--- config.mk ---
export PLATFORM = sky130hd
export DESIGN_NAME = dot_product_pipe
export DESIGN_NICKNAME = d
export VERILOG_FILES = /design/src/rtl/dot_product_pipe.sv
export SDC_FILE = /design/constraint.sdc
export NUM_CORES = 1
export LEC_CHECK = 0
export ABC_AREA = 1
export ABC_CLOCK_PERIOD_IN_PS = 7500
export BUFFER_PORTS_ARGS = -buffer_cell sky130_fd_sc_hd__buf_2
export CORE_MARGIN = 1
export CORE_UTILIZATION = 59
export CTS_BUF_LIST = sky130_fd_sc_hd__clkbuf_4 sky130_fd_sc_hd__clkbuf_8 sky130_fd_sc_hd__clkbuf_16
export DETAILED_ROUTE_END_ITERATION = 8
export PLACE_DENSITY_LB_ADDON = 0.15
export SYNTH_ARGS = -nofsm -noshare
export SYNTH_HDL_FRONTEND = slang
export SYNTH_SLANG_ARGS = --single-unit
export TNS_END_PERCENT = 5
--- constraint.sdc ---
create_clock -name clk -period 7.5 [get_ports clk]
set_clock_uncertainty 0.15 [all_clocks]
set_input_delay 0 -clock clk [delete_from_list [all_inputs] [get_ports clk]]
set_output_delay 0 -clock clk [all_outputs]
set_load 0.005 [all_outputs]
--- src/rtl/dot_product_pipe.sv ---
// Pipelined N-tap pixel x weight dot product with valid/ready flow control.
// Stages: input capture, products, registered adder tree, round/clamp output.
module dot_product_pipe #(
    parameter int TAPS      = 4,
    parameter int PIX_W     = 8,
    parameter int WGT_W     = 9,
    parameter int FRAC_BITS = 7,
    parameter int ACC_W     = PIX_W + WGT_W + 1 + $clog2(TAPS)
) (
    input  logic                    clk,
    input  logic                    rst,
    input  logic                    in_valid,
    output logic                    in_ready,
    input  logic [TAPS*PIX_W-1:0]   pix_in,
    input  logic [TAPS*WGT_W-1:0]   wgt_in,
    input  logic                    in_last,
    output logic                    out_valid,
    input  logic                    out_ready,
    output logic signed [ACC_W-1:0] acc_out,
    output logic [PIX_W-1:0]        pix_out,
    output logic                    out_last,
    output logic [15:0]             sat_cnt
);

    localparam int LEVELS = $clog2(TAPS);
    localparam int PROD_W = PIX_W + WGT_W + 1;
    localparam int RND    = (FRAC_BITS > 0) ? 2 ** (FRAC_BITS - 1) : 0;
    localparam logic signed [ACC_W:0] PIX_MAX = (ACC_W + 1)'(2 ** PIX_W - 1);

    logic stall;

    logic [TAPS*PIX_W-1:0]    pix_q;
    logic [TAPS*WGT_W-1:0]    wgt_q;
    logic                     s_valid_q, s_last_q;

    logic signed [PROD_W-1:0] prod_d [TAPS];
    logic signed [PROD_W-1:0] prod_q [TAPS];
    logic                     p_valid_q, p_last_q;
    logic signed [ACC_W-1:0]  ext [TAPS];

    logic signed [ACC_W-1:0]  tree_acc;
    logic                     tree_valid, tree_last;

    logic signed [ACC_W:0]    rnd_sum, r_d;
    logic [PIX_W-1:0]         pix_d;
    logic                     clamp_d;

    logic                     out_valid_q, out_last_q, clamp_q;
    logic signed [ACC_W-1:0]  acc_q;
    logic [PIX_W-1:0]         pix_out_q;
    logic [15:0]              sat_q;

    assign stall    = out_valid_q && !out_ready;
    assign in_ready = !rst && !stall;

    always_comb begin
        for (int unsigned i = 0; i < TAPS; i++) begin
            prod_d[i] = PROD_W'($signed({1'b0, pix_q[i*PIX_W +: PIX_W]}))
                      * PROD_W'($signed(wgt_q[i*WGT_W +: WGT_W]));
            ext[i]    = ACC_W'(prod_q[i]);
        end
    end

    always_ff @(posedge clk) begin
        if (rst) begin
            s_valid_q <= 1'b0;
            s_last_q  <= 1'b0;
            p_valid_q <= 1'b0;
            p_last_q  <= 1'b0;
        end else if (!stall) begin
            s_valid_q <= in_valid;
            s_last_q  <= in_last;
            p_valid_q <= s_valid_q;
            p_last_q  <= s_last_q;
        end
    end

    always_ff @(posedge clk) begin
        if (!stall) begin
            pix_q  <= pix_in;
            wgt_q  <= wgt_in;
            prod_q <= prod_d;
        end
    end

    // Each tree level halves the operand count; level l reads level l-1.
    for (genvar l = 0; l < LEVELS; l++) begin : g_lvl
        localparam int N = TAPS >> (l + 1);
        logic signed [ACC_W-1:0] src [2*N];
        logic signed [ACC_W-1:0] sum_q [N];
        logic                    src_valid, src_last;
        logic                    sv_q, sl_q;

        if (l == 0) begin : g_src0
            assign src       = ext;
            assign src_valid = p_valid_q;
            assign src_last  = p_last_q;
        end else begin : g_srcn
            assign src       = g_lvl[l-1].sum_q;
            assign src_valid = g_lvl[l-1].sv_q;
            assign src_last  = g_lvl[l-1].sl_q;
        end

        always_ff @(posedge clk) begin
            if (rst) begin
                sv_q <= 1'b0;
                sl_q <= 1'b0;
            end else if (!stall) begin
                sv_q <= src_valid;
                sl_q <= src_last;
                for (int unsigned j = 0; j < N; j++) begin
                    sum_q[j] <= src[2*j] + src[2*j+1];
                end
            end
        end
    end

    if (LEVELS == 0) begin : g_notree
        assign tree_acc   = ext[0];
        assign tree_valid = p_valid_q;
        assign tree_last  = p_last_q;
    end else begin : g_tree
        assign tree_acc   = g_lvl[LEVELS-1].sum_q[0];
        assign tree_valid = g_lvl[LEVELS-1].sv_q;
        assign tree_last  = g_lvl[LEVELS-1].sl_q;
    end

    // One guard bit so the rounding offset cannot wrap the accumulator.
    always_comb begin
        rnd_sum = (ACC_W + 1)'(tree_acc) + (ACC_W + 1)'(RND);
        r_d     = rnd_sum >>> FRAC_BITS;
        pix_d   = r_d[PIX_W-1:0];
        clamp_d = 1'b0;
        if (r_d[ACC_W]) begin
            pix_d   = '0;
            clamp_d = 1'b1;
        end else if (r_d > PIX_MAX) begin
            pix_d   = '1;
            clamp_d = 1'b1;
        end
    end

    always_ff @(posedge clk) begin
        if (rst) begin
            out_valid_q <= 1'b0;
            out_last_q  <= 1'b0;
            clamp_q     <= 1'b0;
            acc_q       <= '0;
            pix_out_q   <= '0;
            sat_q       <= '0;
        end else begin
            if (out_valid_q && out_ready && clamp_q && sat_q != '1) begin
                sat_q <= sat_q + 16'd1;
            end
            if (!stall) begin
                out_valid_q <= tree_valid;
                out_last_q  <= tree_last;
                clamp_q     <= clamp_d;
                acc_q       <= tree_acc;
                pix_out_q   <= pix_d;
            end
        end
    end

    assign out_valid = out_valid_q;
    assign out_last  = out_last_q;
    assign acc_out   = acc_q;
    assign pix_out   = pix_out_q;
    assign sat_cnt   = sat_q;

endmodule
## After elaboration in Yosys (flattened, before gate mapping)

Memories as Yosys holds them, arrays and structs flattened.
Index checks and enable logic that the tools add are counted.

| operators by class | value |
|---|---|
| add/subtract/negate cells | 5 |
| multipliers | 4 |
| magnitude comparators | 1 |
| eq/ne operators | 1 |
| mux-type cells | 7 |
| bitwise logic cells | 2 |
| reductions and logical operators | 9 |

Operators with widths:

| kind | number |
|---|---|
| $mul 9x9->18 | 4 |
| $add 18x18->19 | 2 |
| $add 20x8->21 const B | 1 |
| $add 20x20->20 | 1 |
| $add 16x1->16 const B | 1 |
| $mux 8 | 2 |
| $ne 16x16->1 const B | 1 |
| $gt 14x9->1 const B | 1 |
| $logic_and 1x1->1 | 5 |
| $mux 1 | 5 |
| $logic_not 1->1 | 3 |
| $not 1->1 | 2 |
| $reduce_and 2->1 | 1 |

| word-level totals | value |
|---|---|
| flip-flop bits (word level) | 235 |
| RAM bits | 20 |
| bits of input ports | 73 |
| output and inout bits | 47 |
| word-level logic and storage cells | 52 |
| memories kept | 1 |

Memory list:

| name | depth | width | read ports | clocked after Yosys merged registers in | wr ports | RTL line | text |
|---|---|---|---|---|---|---|---|
| g_lvl[1].sum_q | 1 | 20 | 1 | 0 | 1 | 90 | `logic signed [ACC_W-1:0] sum_q [N];` |

## Longest topological paths before layout

Gate-level depths: netlist of run 1.

| logic depth | value |
|---|---|
| depth in word-level cells | 5 |
| gate-level depth with buffers | 21 |
| depth with buffers taken out | 20 |

## Least setup slack after synthesis of run 1

OpenSTA, ideal clock, no wires.

| path | value |
|---|---|
| path kind | flip-flop to flip-flop |
| from | register out_valid_q (netlist: out_valid) |
| to | register prod_q (netlist bit ext[0]) (enable) |
| data arrival time | 4,523 ps |
| data required time | 6,790 ps |
| path slack | 2,267 ps |
| cell stages (with the launch flop) | 5 |
| path buffers | 1 |
| clock period less this slack | 5,233 ps |
| cells stage by stage | dfxtp_1 > inv_1 > nor2_1 > inv_1 > clkbuf_1 |

| on the way | value |
|---|---|
| word-level cells in the longest chain between the ends | 1 |

RTL lines:

| what | RTL line | text |
|---|---|---|
| start: declaration | 48 | `logic out_valid_q, out_last_q, clamp_q;` |
| start signal: assignment | 156 | `out_valid_q <= tree_valid;` |
| $logic_and 1x1->1 | 53 | `assign stall = out_valid_q && !out_ready;` |
| end signal: assignment | 82 | `prod_q <= prod_d;` |
| end: declaration | 37 | `logic signed [PROD_W-1:0] prod_q [TAPS];` |

Every way passes these cells.
A chain may end at the register's enable or synchronous reset.

==> results.md, run 1 <==
- Outcome: finished, final reports clean
- DR WL/cell: 15.2 microns
- Number of synthesis warnings: 0
- Syn_nets: 3015
- Routed WL: 48.7 mm
- Post-synth EDFFs: 198
- Worst slew margin: 33.6%
- Dpl hpwl: 35.4 mm
- FP Rows: 70
- Initial antenna violation count: 0
- Drt via density: 5.31
- Leakage: 13.3 nW
- Worst setup SP type: flip-flop
- Async S/R FF share, synth: 0%
- Max IR drop VDD: 214 uV
- Largest net degree at the start of global routing: 113
- Worst-Skew Late Latency: 570 ps
- First drt pass iteration count: 5
- Grt ovf: 0
- CP Max Fanout: 9
- Sequential fraction of the synthesis area: 32.2%
- Final instance area: 25200 sq um
- Via count: 17.0k
- CP required: 7670 ps
- # IOs: 120
- Crit end category: flip-flop
- Power Density: 369 nW/um^2
- Die width: 195 microns
- Mapped cell area: 21900 sq um
- I/O Buffers: 119
- DP Area: 22800 sq um
- Synth Area per Inst: 8.77 sq um
- Slew Limit Fails: 0
- Area Growth Syn to Fin: 15.1%
- Post-synth cell types: 38
- Hold Path Depth: 2
- FF-to-FF path depth: 13
- Final period util: 66.5%
- Max Clk Rate: 200 MHz
- Root Driver: clkbuf_16
- Commonest non-fill, non-tap cell in the layout: nand2_1
- CP Data Arrival Time: 5160 ps
- Setup crit end: ext[15]
- DRT iter0 DRCs: 845
- Worst-path clk slew: 70 ps
- Clk buf depth: 3
- # diodes: 0
- Setup TNS: 0 ps
- Critical Path Start: pix_q[24]
- Post-layout net count: 3232
- Routability congestion estimate: 0.918
- TritonCTS clock tree: done
- Fill count: 2845
- Worst Tran Pin Value: 996 ps
- Number of global-route vias before repair: 17.4k
- HP Class: in2reg
- Worst r2r dst: ext[15]
- Setup CP Type: reg2reg
- Pwr Total: 9.31 mW
- Flop-to-flop setup slack: 2510 ps
- GRT Resource Usage Total: 26.7%
- Final Core Density: 68.9%
- Die area: 37900 sq um
- RSZ-0062 raised after global routing: no
- Initial Util: 59.8%
- Area of the multi-input gates: 12900 sq um
- Final Hold Viols: 0
- Height of the chip: 195 microns
- Hold_sp: pix_in[24]
- H-tree levels: 1
- Crit path time final: 4990 ps
- Core footprint: 36600 sq um
- Max cap viols: 0
- Main synth FF type: edfxtp_1
- # setup viols final: 0
- DRC Markers: 0
- Share of cells above drive strength 1: 7.52%
- First-pass GRT wire length: 83.2 mm
- Register area: 7050 sq um
- CTS Buf Count: 29
- Final worst setup slack: 2510 ps
- Mapped Cells: 2498
- # clock sinks: 253
- Post-Place Setup Slack: 2540 ps
- R2r startpoint: pix_q[24]
- ANT nets after route: 0
- Commonest non-fill, non-tap cells in the layout: nand2_1 (581), inv_1 (451), ha_1 (269)
- Synth Register Bits: 253
## logic make-up after synthesis
group | Yosys count | synth area share [%]
flops | 253 | 32.2
simple gates | 925 | 17.3
buf+inv | 531 | 9.18
compound gates | 248 | 6.12
xor+xnor | 97 | 3.88
fa+ha+maj | 444 | 31.4
## per-stage QoR
stage | cells | hold WS [ps]
after floorplan | 2498 | -80.9
after global placement | 3010 | 25.9
after detailed placement | 3010 | 28.1
after CTS | 3206 | 24.7
after global routing | 3206 | 46.0
final | 3206 | 68.7
## where the power goes
group / internal [mW] / switching (mW) / total (mW)
logic: 2.05 / 3.28 / 5.32
registers: 2.24 / 0.278 / 2.52
clock network: 0.870 / 0.593 / 1.46
## cell usage after synthesis, types with 3 or more instances
cell / count / area (sq um)
a21oi_2: 9 / 78.8
o21ai_0: 81 / 405
or2_2: 9 / 56.3
fa_1: 175 / 3500
inv_1: 452 / 1700
xnor2_1: 24 / 210
xor2_1: 73 / 639
nor2_1: 194 / 728
buf_1: 9 / 33.8
nor3_1: 8 / 40.0
edfxtp_1: 198 / 5950
dfxtp_1: 55 / 1100
a21oi_1: 131 / 656
a211oi_1: 3 / 22.5
nand2_1: 581 / 2180
nand4_1: 38 / 238
ha_1: 269 / 3370
nand3_1: 78 / 390
nand3b_1: 6 / 45.0
o21bai_1: 5 / 37.5
a21o_1: 8 / 60.1
clkbuf_1: 67 / 251
a21boi_0: 5 / 37.5
## timing repair
action,4_1_cts,5_1_grt
endpoints found under the setup margin,0,0
buffers inserted,0,0
hold buffers,142,0
gates resized for setup,0,0
hold endpoints to repair,113,0
## how the worst min path moves through the flow
stage	end	slack [ps]
after floorplan	out_valid	-80
after global placement	wgt_q[10]	30
after detailed placement	wgt_q[22]	30
after CTS	pix_q[24]	20
after global routing	pix_q[24]	50
final	pix_q[24]	70
## critical path: stages (launching register included)
cell and delay, ps:
edfxtp_1 510, or2_2 360, fa_1 510, fa_1 540
inv_1 50, fa_1 520, fa_1 580, fa_1 440
ha_1 380, a21oi_1 200, o21ai_0 130, nand2_1 90
nand3_1 110, xor2_1 160
## state kept, by name (all words and copies together) (netlist names), 2 cells and up
register	cells
pix_q	32
sat_cnt	16
g_lvl.sv_q	2
g_lvl.sl_q	2
g_lvl.sum_q	58
ext	72
acc_out	20
pix_out	8
wgt_q	36
## routing by layer
metal | global-route usage [%] | vias up | share of wire, %
met2 | 46.5 | 475 | 49
met3 | 2.92 | 52 | 5.3
met4 | 5.06 | 0 | 1.5
met5 | 0 | - | 0
met1 | 36.2 | 8126 | 44
li1 | - | 8370 | -
## final cells by class
cell class / count / share of cell area, %
sequential: 253 / 27.9
timing repair buffer: 264 / 8.09
clock inverter: 19 / 0.833
tap: 468 / 2.32
multi-input combinational: 1714 / 51.0
clock buffer: 35 / 3.06
inverter: 453 / 6.77
Note: power is estimated with default switching activity, not from simulation.
==> inputs of run 2 (changes only) <==
Settings changed: ABC_CLOCK_PERIOD_IN_PS 7500 to 4400, CORE_UTILIZATION 59 to 57.
Clock period 7.5 ns to 4.4 ns, I/O delays scaled along.
==> results.md, run 2 (synthesis results as in run 1) <==
- CTS Buf Count: 30 (+3.4%)
- Initial Util: 58.0% (-1.8 points)
- FF-to-FF path depth: 13 (unchanged)
- Die area: 39200 sq um (+3.5%)
- Number of global-route vias before repair: 17.9k (+3.2%)
- Flop-to-flop setup slack: -210 ps (-2720 ps)
- Commonest non-fill, non-tap cell in the layout: nand2_1
- DR WL/cell: 15.3 microns (+0.80%)
- Register area: 7050 sq um (unchanged)
- Met3 GRT Util: 3.22% (+0.30 points)
- GRT Resource Usage Total: 27.3% (+0.62 points)
- I/O Buffers: 119 (unchanged)
- Critical Path Start: pix_q[3]
- Worst-path clk slew: 70 ps (about the same)
- # IOs: 120 (unchanged)
- ANT nets after route: 0 (unchanged)
- DRC Markers: 0 (unchanged)
- H-tree levels: 1 (unchanged)
- Root Driver: clkbuf_16
- Worst slew margin: 27.1% (-6.5 points)
- Post-layout net count: 3405 (+5.4%)
- Crit path time final: 4610 ps (-378 ps)
- Routed WL: 52.4 mm (+7.6%)
- Max cap viols: 0 (unchanged)
- # clock sinks: 253 (unchanged)
- FP Rows: 71 (+1.4%)
- Grt ovf: 0 (unchanged)
- # diodes: 0 (unchanged)
- Final worst setup slack: -211 ps (-2720 ps)
- Commonest non-fill, non-tap cells in the layout: nand2_1 (567), inv_1 (449), ha_1 (246)
- Die width: 198 microns (+1.7%)
- Height of the chip: 198 microns (+1.7%)
- Clk buf depth: 3 (unchanged)
- Setup CP Type: reg2reg
- CP most frequent cell: fa_1
- Area Growth Syn to Fin: 24.3%
- Final Core Density: 72.1% (+3.3 points)
- RSZ-0062 raised after global routing: yes
- Crit-path slowest cell: fa_1
- CP required: 4570 ps (-3100 ps)
- Worst-Skew Late Latency: 570 ps (about the same)
- DP Area: 24100 sq um (+5.4%)
- Crit end category: flip-flop
- Setup TNS: -2410 ps (-2410 ps)
- Leakage: 14.2 nW (+7.0%)
- # setup viols final: 27 (+27)
- Worst Tran Pin Value: 1090 ps (+95.3 ps)
- Worst hold slack: 13.5 ps (-55.2 ps)
- TritonCTS clock tree: done
- Drt via density: 5.17 (-2.6%)
- CP Data Arrival Time: 4780 ps (-380 ps)
- R2r startpoint: pix_q[3]
- Largest net degree at the start of global routing: 81 (-28%)
- Critical path's largest stage delay: 630 ps (+50 ps)
- DRT iter0 DRCs: 1024 (+21%)
- Routability congestion estimate: 0.920 (+0.15%)
- Violated checks: negative setup slack
- GRT Max-Usage Layer: met2
- Worst r2r dst: ext[75]
- Via count: 17.7k (+4.0%)
- Initial antenna violation count: 0 (unchanged)
- Final Hold Viols: 0 (unchanged)
- First-pass GRT wire length: 85.7 mm (+3.0%)
- Outcome: finished with violations
- Share of cells above drive strength 1: 16.4% (+8.9 points)
- HP Class: in2reg
- Met2 GRT Util: 48.0% (+1.4 points)
- Post-Place Setup Slack: -347 ps (-2880 ps)
- Worst setup SP type: flip-flop
- CP Max Fanout: 5 (-4)
- Final period util: 105% (+38 points)
- First drt pass iteration count: 5 (unchanged)
- Area of the multi-input gates: 13400 sq um (+4.5%)
- Dpl hpwl: 37.7 mm (+6.7%)
- Final instance area: 27200 sq um (+8.0%)
- Cells along the critical path: nand2_2 -> fa_1 -> fa_1 -> inv_2 -> fa_1 -> fa_2 -> fa_2 -> ha_4 -> a21oi_4 -> o21ai_1 -> nand2_1 -> nand3_2 -> xor2_1
- Max Clk Rate: 217 MHz (+8.2%)
- Core footprint: 37800 sq um (+3.1%)
- Slew Limit Fails: 0 (unchanged)
- Max IR drop VDD: 572 uV (+170%)
- Largest register FFs: 72 (unchanged)
- Grt met1 use: 34.9% (-1.3 points)
- Setup crit end: ext[75]
- Power Density: 670 nW/um^2 (+82%)
- Fill count: 2813 (-1.1%)
## run 2: where the power goes
group | switching (mW) | total (mW) | leakage, nW | internal, mW
registers | 0.427 | 4.25 | 2.51 | 3.82
logic | 6.46 | 11.4 | 11.2 | 4.96
clock network | 1.02 | 2.59 | 0.514 | 1.57
total | 7.91 | 18.3 | 14.2 | 10.3
## run 2: how the worst min path moves through the flow
stage,startpoint,to,cells after the start
after global placement,pix_in[22],pix_q[22],1
after CTS,wgt_in[26],wgt_q[26],2
final,wgt_in[26],wgt_q[26],2
after floorplan,rst,out_valid,1
after detailed placement,pix_in[22],pix_q[22],1
after global routing,wgt_in[26],wgt_q[26],2
## run 2: critical path, delay by kind of cell, from the launching register on
family / cells / cell delay [ps]
adder cells (fa/ha/maj): 6 / 2920
XOR/XNOR: 1 / 150
AND/OR/NAND/NOR: 3 / 260
buffers and inverters: 1 / 60
flip-flops: 1 / 520
AO/OA/AOI/OAI: 2 / 280
## run 2: final cells by class
class | instances | share of cell area (%)
repair buffers | 436 | 12.3
well taps | 511 | 2.35
flip-flops and latches | 253 | 25.9
clock inverters | 18 | 0.671
multi-input cells | 1714 | 49.4
clock buffers | 37 | 3.16
inverters | 453 | 6.27
## run 2: through the flow
stage                     power (mW)  cells
after global routing            19.8   3422
after floorplan                 10.9   2498
after detailed placement        14.0   3209
after CTS                       17.7   3412
after global placement          13.8   3209
final                           18.3   3422
## run 2: metal layers
metal | wire length [microns] | part of all wire, %
met2 | 25600 | 49
met3 | 2540 | 4.8
met5 | 0 | 0
met4 | 1680 | 3.2
met1 | 22600 | 43
## run 2: repair_timing
action / 4_1_cts / 5_1_grt
setup endpoints to repair: 39 / 42
setup buffers: 8 / 10
cloned: 0 / 0
resized for setup: 79 / 48
hold endpoints to repair: 113 / 0
hold buffers: 140 / 0
pin swaps: 53 / 35
==> inputs of run 3 (changes only) <==
Settings changed: BUFFER_PORTS_ARGS -buffer_cell sky130_fd_sc_hd__buf_2 to default, CORE_UTILIZATION 57 to 59, DONT_BUFFER_PORTS from default to 1, MAX_ROUTING_LAYER from default to met4.
==> results.md, run 3 (synthesis results as in run 1) <==
- Setup crit end: ext[72]
- CP Max Fanout: 2 (-3)
- Commonest non-fill, non-tap cell in the layout: nand2_1
- Setup CP Type: reg2reg
- CTS Buf Count: 29 (-3.3%)
- Clock group share of total power: 14.3% (about the same)
- Violated checks: negative setup slack
- Met2 GRT Util: 48.1% (+0.20 points)
- CP most frequent cell: fa_1
- Met3 GRT Util: 3.54% (+0.32 points)
- Worst slew margin: 25.9% (-1.2 points)
- Max Clk Rate: 218 MHz (+0.53%)
- Worst path depth: 12 (-1)
- # clock sinks: 253 (unchanged)
- Initial antenna violation count: 0 (unchanged)
- Die area: 37900 sq um (-3.4%)
- Drt via density: 5.31 (+2.7%)
- ANT nets after route: 0 (unchanged)
- H-tree levels: 1 (unchanged)
- I/O Buffers: 0 (-100%)
- Largest net degree at the start of global routing: 91 (+12%)
- Worst setup SP type: flip-flop
- Power Density: 675 nW/um^2 (+0.77%)
- Routability congestion estimate: 0.960 (+4.4%)
- First drt pass iteration count: 5 (unchanged)
- Final worst setup slack: -186 ps (+24.5 ps)
- CP required: 4550 ps (-20 ps)
- Final period util: 104% (-0.56 points)
- FF-to-FF path depth: 12 (-1)
- CP Data Arrival Time: 4740 ps (-40 ps)
- Area Growth Syn to Fin: 20.5%
- Final Hold Viols: 0 (unchanged)
- RSZ-0062 raised after global routing: yes
- Max IR drop VDD: 436 uV (-24%)
- Core footprint: 36600 sq um (-3.0%)
- Sequential share of power: 24.0% (+0.7 points)
- TritonCTS clock tree: done
- Setup TNS: -2760 ps (-359 ps)
- CP bufs+invs: 1 (unchanged)
- Flop-to-flop setup slack: -190 ps (+20 ps)
- Leakage: 13.6 nW (-4.4%)
- Worst-path clk slew: 70 ps (about the same)
- DR WL/cell: 15.9 microns (+3.6%)
- Sw power: 7.72 mW (-2.3%)
- Commonest non-fill, non-tap cells in the layout: nand2_1 (567), inv_1 (447), ha_1 (246)
- Post-Place Setup Slack: -356 ps (-9.08 ps)
- Dpl hpwl: 36.9 mm (-2.3%)
- FP Rows: 70 (-1.4%)
- Total internal power: 10.1 mW (-2.3%)
- Via count: 17.3k (-2.4%)
- # setup viols final: 33 (+22%)
- # diodes: 0 (unchanged)
- Grt ovf: 0 (unchanged)
- HP Class: in2reg
- Slew Limit Fails: 0 (unchanged)
- Worst Tran Pin Value: 1110 ps (+16.8 ps)
- Root Driver: clkbuf_16
- Number of global-route vias before repair: 17.7k (-1.1%)
- Max cap viols: 0 (unchanged)
- Outcome: finished with violations
- Routed WL: 51.6 mm (-1.6%)
- Comb pwr share: 61.7% (-0.8 points)
- Initial Util: 59.8% (+1.8 points)
- GRT Resource Usage Total: 28.5% (+1.1 points)
- Crit path time final: 4590 ps (-24.5 ps)
- DRT iter0 DRCs: 919 (-10%)
- Post-layout net count: 3277 (-3.8%)
- Crit-path slowest cell: fa_1
- Worst-Skew Late Latency: 580 ps (about the same)
- Critical Path Start: pix_q[0]
- DRC Markers: 0 (unchanged)
- Crit path max-delay family: adder cells
- First-pass GRT wire length: 84.9 mm (-0.92%)
- Worst r2r dst: ext[72]
- Grt met1 use: 35.7% (+0.81 points)
- R2r startpoint: pix_q[0]
- Critical path's largest stage delay: 550 ps (-80 ps)
- Height of the chip: 195 microns (-1.7%)
- Die width: 195 microns (-1.7%)
- Cells along the critical path: or2_2 -> fa_1 -> fa_1 -> inv_1 -> fa_1 -> fa_1 -> fa_1 -> ha_4 -> a21oi_2 -> nor2_1 -> a211o_1 -> xor2_1
- # IOs: 120 (unchanged)
- Crit end category: flip-flop
- Share of cells above drive strength 1: 11.7% (-4.7 points)
- Switch share: 43.3% (about the same)
- Clk buf depth: 3 (unchanged)
- Largest register FFs: 72 (unchanged)
- GRT Max-Usage Layer: met2
==> run 3: cell types whose count changed in the layout (fill, tap and decap cells not counted), moves of 4 or more <==
cell	change
buf_2	-119
nor2_1	+6
nand3_1	+4
nor2_2	-5
clkbuf_16	-4
buf_6	+6
clkinv_2	-4
a21oi_1	+4
buf_4	-15
==> run 3: timing repair <==
item	4_1_cts	5_1_grt
endpoints found under the setup margin	38	42
hold buffers	141	0
resized for setup	76	28
buffers inserted	11	2
gates cloned	0	0
endpoints found under the hold margin	181	0
pin swaps	45	11
==> run 3: tightest hold or removal path, delay by kind of cell <==
kind / cells / cell delay, ps
buffers and inverters: 1 / 550
AO/OA/AOI/OAI: 1 / 110
AND/OR/NAND/NOR: 1 / 90
==> run 3: layout make-up <==
class,instances,area (sq um)
clock buffer,33,756
clock inverter,21,253
fill,2682,10200
inverter,453,1710
multi-input combinational,1714,13300
sequential,253,7050
tap,468,586
timing repair buffer,309,2730
==> run 3: routing by layer <==
| layer | wire, microns | share of wire (%) |
|---|---|---|
| met5 | 0 | 0 |
| met4 | 1470 | 2.9 |
| met3 | 2440 | 4.7 |
| met2 | 25300 | 49 |
| met1 | 22400 | 43 |
==> run 3: worst min path at each step <==
stage	startpoint	to	slack (ps)	cells past startpoint
6_report	in_last	s_last_q	60	3
4_1_cts	in_last	s_last_q	20	3
3_3_place_gp	rst	sat_cnt[7]	-80	1
3_5_place_dp	rst	sat_cnt[9]	-80	1
5_1_grt	in_last	s_last_q	50	3
2_1_floorplan	rst	out_valid	-80	1
==> run 3: metrics by stage <==
stage	power, mW	instance area [sq um]	cells	util (%)	hold WS, ps
after floorplan	10.9	21900	2498	-	-80.9
after global placement	13.7	23400	3043	63.8	-84.0
after detailed placement	13.8	23400	3043	63.8	-83.4
after CTS	17.5	26300	3249	71.8	19.4
after global routing	19.3	26400	3251	72.1	52.9
final	17.8	26400	3251	72.1	61.3
==> run 3: power groups by stage <==
stage	Clock, mW	Combinational [mW]	Sequential, mW
after floorplan	0	6.84	4.05
after global placement	0	9.39	4.30
after detailed placement	0	9.53	4.30
after CTS	2.58	10.7	4.26
after global routing	2.69	12.3	4.32
final	2.55	11.0	4.27
